## config.mk

```make
export PLATFORM = sky130hd
export DESIGN_NAME = control_unit
export DESIGN_NICKNAME = d
export VERILOG_FILES = /design/src/rtl/control_unit.sv
export SDC_FILE = /design/constraint.sdc
export NUM_CORES = 1
export LEC_CHECK = 0
export ABC_AREA = 1
export CAP_MARGIN = 0
export CELL_PAD_IN_SITES_DETAIL_PLACEMENT = 1
export CELL_PAD_IN_SITES_GLOBAL_PLACEMENT = 2
export CORE_ASPECT_RATIO = 0.75
export CORE_MARGIN = 3
export CORE_UTILIZATION = 26
export DETAILED_ROUTE_END_ITERATION = 7
export DONT_BUFFER_PORTS = 1
export GPL_ROUTABILITY_DRIVEN = 0
export PLACE_DENSITY_LB_ADDON = 0.1
export SLEW_MARGIN = 15
export SYNTH_ARGS = -nofsm -noshare
export SYNTH_HDL_FRONTEND = slang
export SYNTH_SLANG_ARGS = --single-unit
```

## constraint.sdc

```tcl
create_clock -name clk -period 2.8 [get_ports clk]
set_clock_uncertainty 0.15 [all_clocks]
set_input_delay 0.28 -clock clk [delete_from_list [all_inputs] [get_ports clk]]
set_output_delay 0.28 -clock clk [all_outputs]
set_load 0.1 [all_outputs]
```

## src/rtl/control_unit.sv

```systemverilog
// Hardwired fetch/decode/indirect/execute sequencer for the basic accumulator computer.
// Optional HLT support is compiled in when CU_HALT_EN is defined.
module control_unit #(
    parameter int SC_W = 3
) (
    input  logic            clk,
    input  logic            reset,
    input  logic [15:0]     IR,
    input  logic            ac_msb,
    input  logic            ac_zero,
    input  logic            dr_zero,
    input  logic            e_flag,
    output logic [2:0]      bus_sel,
    output logic [2:0]      alu_sel,
    output logic            AR_write,
    output logic            AR_increment,
    output logic            AR_clear,
    output logic            PC_write,
    output logic            PC_increment,
    output logic            PC_clear,
    output logic            DR_write,
    output logic            DR_increment,
    output logic            DR_clear,
    output logic            AC_write,
    output logic            AC_increment,
    output logic            AC_clear,
    output logic            IR_write,
    output logic            TR_write,
    output logic            OUTR_write,
    output logic            E_load,
    output logic            E_clear,
    output logic            E_complement,
    output logic            mem_write,
    output logic [SC_W-1:0] T,
    output logic            halted
);

`ifdef CU_HALT_EN
    localparam logic HALT_EN = 1'b1;
`else
    localparam logic HALT_EN = 1'b0;
`endif

    typedef enum logic [SC_W-1:0] {
        T0 = SC_W'(0), T1 = SC_W'(1), T2 = SC_W'(2), T3 = SC_W'(3),
        T4 = SC_W'(4), T5 = SC_W'(5), T6 = SC_W'(6)
    } sc_e;

    localparam logic [2:0] BUS_NONE = 3'd0, BUS_AR = 3'd1, BUS_PC = 3'd2, BUS_DR = 3'd3,
                           BUS_AC = 3'd4, BUS_IR = 3'd5, BUS_MEM = 3'd7;
    localparam logic [2:0] ALU_AND = 3'd0, ALU_ADD = 3'd1, ALU_LDA = 3'd2,
                           ALU_CMA = 3'd3, ALU_SHR = 3'd4, ALU_SHL = 3'd5;

    sc_e  sc_q, sc_d;
    logic i_q, i_d;
    logic halted_q, halted_d;
    logic [7:0] d;

    assign d = 8'b1 << IR[14:12];

    always_comb begin
        sc_d     = sc_q;
        i_d      = i_q;
        halted_d = halted_q;
        if (!halted_q) begin
            case (sc_q)
                T0: sc_d = T1;
                T1: sc_d = T2;
                T2: begin
                    sc_d = T3;
                    i_d  = IR[15];
                end
                T3: begin
                    if (d[7]) begin
                        sc_d = T0;
                        if (HALT_EN && !i_q && IR[0]) halted_d = 1'b1;
                    end else begin
                        sc_d = T4;
                    end
                end
                T4: sc_d = (d[3] || d[4]) ? T0 : T5;
                T5: sc_d = d[6] ? T6 : T0;
                default: sc_d = T0;
            endcase
        end
    end

    always_ff @(posedge clk or posedge reset) begin
        if (reset) begin
            sc_q     <= T0;
            i_q      <= 1'b0;
            halted_q <= 1'b0;
        end else begin
            sc_q     <= sc_d;
            i_q      <= i_d;
            halted_q <= halted_d;
        end
    end

    always_comb begin
        bus_sel = BUS_NONE;  alu_sel = ALU_AND;
        AR_write = 1'b0;  AR_increment = 1'b0;  AR_clear = 1'b0;
        PC_write = 1'b0;  PC_increment = 1'b0;  PC_clear = 1'b0;
        DR_write = 1'b0;  DR_increment = 1'b0;  DR_clear = 1'b0;
        AC_write = 1'b0;  AC_increment = 1'b0;  AC_clear = 1'b0;
        IR_write = 1'b0;  TR_write = 1'b0;      OUTR_write = 1'b0;
        E_load = 1'b0;    E_clear = 1'b0;       E_complement = 1'b0;
        mem_write = 1'b0;
        if (!halted_q) begin
            case (sc_q)
                T0: begin bus_sel = BUS_PC; AR_write = 1'b1; end
                T1: begin bus_sel = BUS_MEM; IR_write = 1'b1; PC_increment = 1'b1; end
                T2: begin bus_sel = BUS_IR; AR_write = 1'b1; end
                T3: begin
                    if (!d[7]) begin
                        if (i_q) begin bus_sel = BUS_MEM; AR_write = 1'b1; end
                    end else if (!i_q) begin
                        // Register-reference: every set bit contributes its strobes.
                        AC_clear     = IR[11];
                        E_clear      = IR[10];
                        E_complement = IR[8];
                        AC_increment = IR[5];
                        if (IR[9]) begin AC_write = 1'b1; alu_sel = ALU_CMA; end
                        if (IR[7]) begin AC_write = 1'b1; E_load = 1'b1; alu_sel = ALU_SHR; end
                        if (IR[6]) begin AC_write = 1'b1; E_load = 1'b1; alu_sel = ALU_SHL; end
                        PC_increment = (IR[4] && !ac_msb) || (IR[3] && ac_msb) ||
                                       (IR[2] && ac_zero) || (IR[1] && !e_flag);
                    end
                end
                T4: begin
                    if (d[0] || d[1] || d[2] || d[6]) begin
                        bus_sel = BUS_MEM; DR_write = 1'b1;
                    end else if (d[3]) begin
                        bus_sel = BUS_AC; mem_write = 1'b1;
                    end else if (d[4]) begin
                        bus_sel = BUS_AR; PC_write = 1'b1;
                    end else if (d[5]) begin
                        bus_sel = BUS_PC; mem_write = 1'b1; AR_increment = 1'b1;
                    end
                end
                T5: begin
                    if (d[0]) begin AC_write = 1'b1; alu_sel = ALU_AND; end
                    else if (d[1]) begin AC_write = 1'b1; alu_sel = ALU_ADD; E_load = 1'b1; end
                    else if (d[2]) begin AC_write = 1'b1; alu_sel = ALU_LDA; end
                    else if (d[5]) begin bus_sel = BUS_AR; PC_write = 1'b1; end
                    else if (d[6]) DR_increment = 1'b1;
                end
                T6: begin
                    bus_sel = BUS_DR; mem_write = 1'b1; PC_increment = dr_zero;
                end
                default: ;
            endcase
        end
    end

    assign T      = sc_q;
    assign halted = halted_q;

endmodule

```

==> out/metrics.csv <==
stage,metric,value,unit
status,run status,"complete, no violations",
cts,Clock Pin Slew Worst Setup and Hold Paths,40,ps
global_routing,wire length of the first global-routing pass,2967,um
routing,Initial DRC Count,6,
routing,drt pass-1 iters,4,
floorplan,Boundary Pins,51,
synthesis,Netlist Area Pre-Place,609.3,sq um
floorplan,DIE HEIGHT,47.93,um
synthesis,Synth top area share,22.18,%
synthesis,Synth Area in Compound Gates,8.008,%
setup_path,Worst EP required,2370,ps
synthesis,Synth Area in Adders,0,%
floorplan,core footprint,0.002120,sq mm
global_routing,grt total ovfl,0,
global_routing,vias in the first global route,727,
cts,H-tree depth,1,
cts,clk sinks,4,
global_routing,Total GRT Usage,13.72,%
place,PortBufs,0,
finish,Area Growth Syn to Fin,61.81,%
setup_path,worst r2r src,T[0]$_DFF_PP0_,
synthesis,"top cells by area, synth","nand2_1, dfrtp_1, inv_1",
run,Max Cap Viol,0,
synthesis,Main synth FF type,dfrtp_1,
timing,Finish-stage setup viols,0,
synthesis,sequential area share after synthesis,16.43,%
setup_path,CP max FO,5,
timing,fmax,0.4814,GHz
finish,Antenna Diode Count,0,
synthesis,Synth Area in Simple Gates,50.31,%
cts,Num CTS Buffers,3,
floorplan,die width,61.90,um
floorplan,starting density of the core,28.75,%
hold_path,worst hold path class,in2reg,
timing,sum of negative setup slack,0,ps
setup_path,FF-to-FF path depth,5,
floorplan,full die area,0.002967,sq mm
synthesis,Yosys top cell by area,nand2_1,
routing,drt via density,4.472,
routing,drt drc,0,
synthesis,main combinational cell family by area after synthesis,simple AND/OR/NAND/NOR gates,
synthesis,XOR/XNOR Fraction of Synth Area,0,%
cts,clk buf depth,2,
finish,Layout Nets,168,
timing,Tcrit/Tclk final,74.19,%
routing,remaining antenna violation count,0,
finish,share of cells above drive strength 1,29.86,%
cts,Clock Latency Late Sink,240,ps
synthesis,synth cell count leaders,"nand2_1, inv_1, nor2_1, nand3_1, buf_4",
global_routing,initial antenna violation count,0,
setup_path,Worst setup SP type,flop,
synthesis,cell with the most instances after synthesis,nand2_1,
timing,max-slew violation count,0,
synthesis,"EDFF count, synth",0,
place,HPWL Detailed,1803,um
synthesis,Yosys reg bits,4,
routing,Post-Route WL,2019,um
synthesis,"Avg Cell Area, Syn",5.164,sq um
setup_path,Worst Path Arrival,1650,ps
synthesis,Syn Inst Count,118,
synthesis,asr flop ratio synth,100.0,%
cts,root buffer cell,clkbuf_4,
hold_path,Hold Startpoint,IR[15],
setup_path,type of element capturing the critical path,output port,
setup_path,worst setup path category,reg2out,
cts,CTS tree,built,
routing,WL/cell,11.47,um
synthesis,mux share of post-synthesis cell area,0,%
global_routing,largest net degree at the start of global routing,8,
timing,Tmin final,2077,ps
synthesis,yosys warns,0,
timing,Final Hold Viols,0,
floorplan,# rows,14,
timing,RSZ-0062 raised after global routing,no,
synthesis,distinct cell type count after synthesis,17,
hold_path,hold depth,2,
routing,DR vias,787,
setup_path,CP startpoint,T[0]$_DFF_PP0_,
-- worst max-delay path, cell delays in order, from the launching register on --
cell     delay (ps)
dfrtp_1         420
inv_1           130
nand3_1         190
inv_1           200
nand2_1          70
nand3_1          90
buf_4           300
-- cell type report --
| class | instances | area (sq um) |
|---|---|---|
| Clock buffer | 3 | 22.52 |
| Fill cell | 303 | 1134 |
| Inverter | 28 | 105.1 |
| Multi-Input combinational cell | 85 | 410.4 |
| Sequential cell | 4 | 100.1 |
| Tap cell | 32 | 40.04 |
| Timing Repair Buffer | 24 | 307.8 |
-- per-layer routing --
layer | vias to the layer above | wire length (um) | GRT usage, %
met2 | 35 | 941 | 25.26
met1 | 354 | 896 | 16.48
li1 | 395 | - | -
met3 | 3 | 168 | 3.235
met4 | 0 | 13 | 2.542
met5 | - | 0 | 0
-- final timing paths --
check	end	slack [ps]
min in group asynchronous	T[1]$_DFF_PP0_	210
worst max register to register	T[2]$_DFF_PP0_	1390
worst min-delay path	i_q$_DFFE_PP0P_	60
worst max-delay path	bus_sel[0]	720
worst min register to register	i_q$_DFFE_PP0P_	450
max in group asynchronous	T[2]$_DFF_PP0_	2140
-- cells by family after synthesis --
kind of cell           count (synthesis)
DFF                                    4
buffers and inverters                 34
and+or+nand+nor                       70
other                                  1
AOI/OAI and AO/OA                      9
-- timing repair --
item	in CTS	in global routing
resized for setup	0	0
hold buffers	1	0
buffers inserted	0	0
hold endpoints to repair	4	0
-- state kept, by name, indices dropped and copies added, names as in the netlist --
register and flops:
T 3, i_q 1
-- layout by cell type, fill, tap and decap left out, drive strengths merged --
master	n
nand2	37
o21a	1
clkbuf	3
dfrtp	4
conb	6
dlygate4sd3	1
o22ai	1
buf	23
nand3	15
inv	28
a21oi	1
nor2	18
o21ai	6
-- stage by stage --
| step | hold slack [ps] | setup WS [ps] | area, sq um | std cells | util (%) |
|---|---|---|---|---|---|
| 2_1_floorplan | -103.9 | -433.4 | 639.4 | 123 | - |
| 3_3_place_gp | -90.54 | 1012 | 953.4 | 172 | 44.98 |
| 3_5_place_dp | -85.72 | 970.4 | 953.4 | 172 | 44.98 |
| 4_1_cts | 56.45 | 704.6 | 985.9 | 176 | 46.52 |
| 5_1_grt | 65.57 | 587.0 | 985.9 | 176 | 46.52 |
| 6_report | 55.56 | 722.6 | 985.9 | 176 | 46.52 |
Power is not shown: default switching activity piles up to over one toggle a cycle in this logic, so the estimate is an artifact.
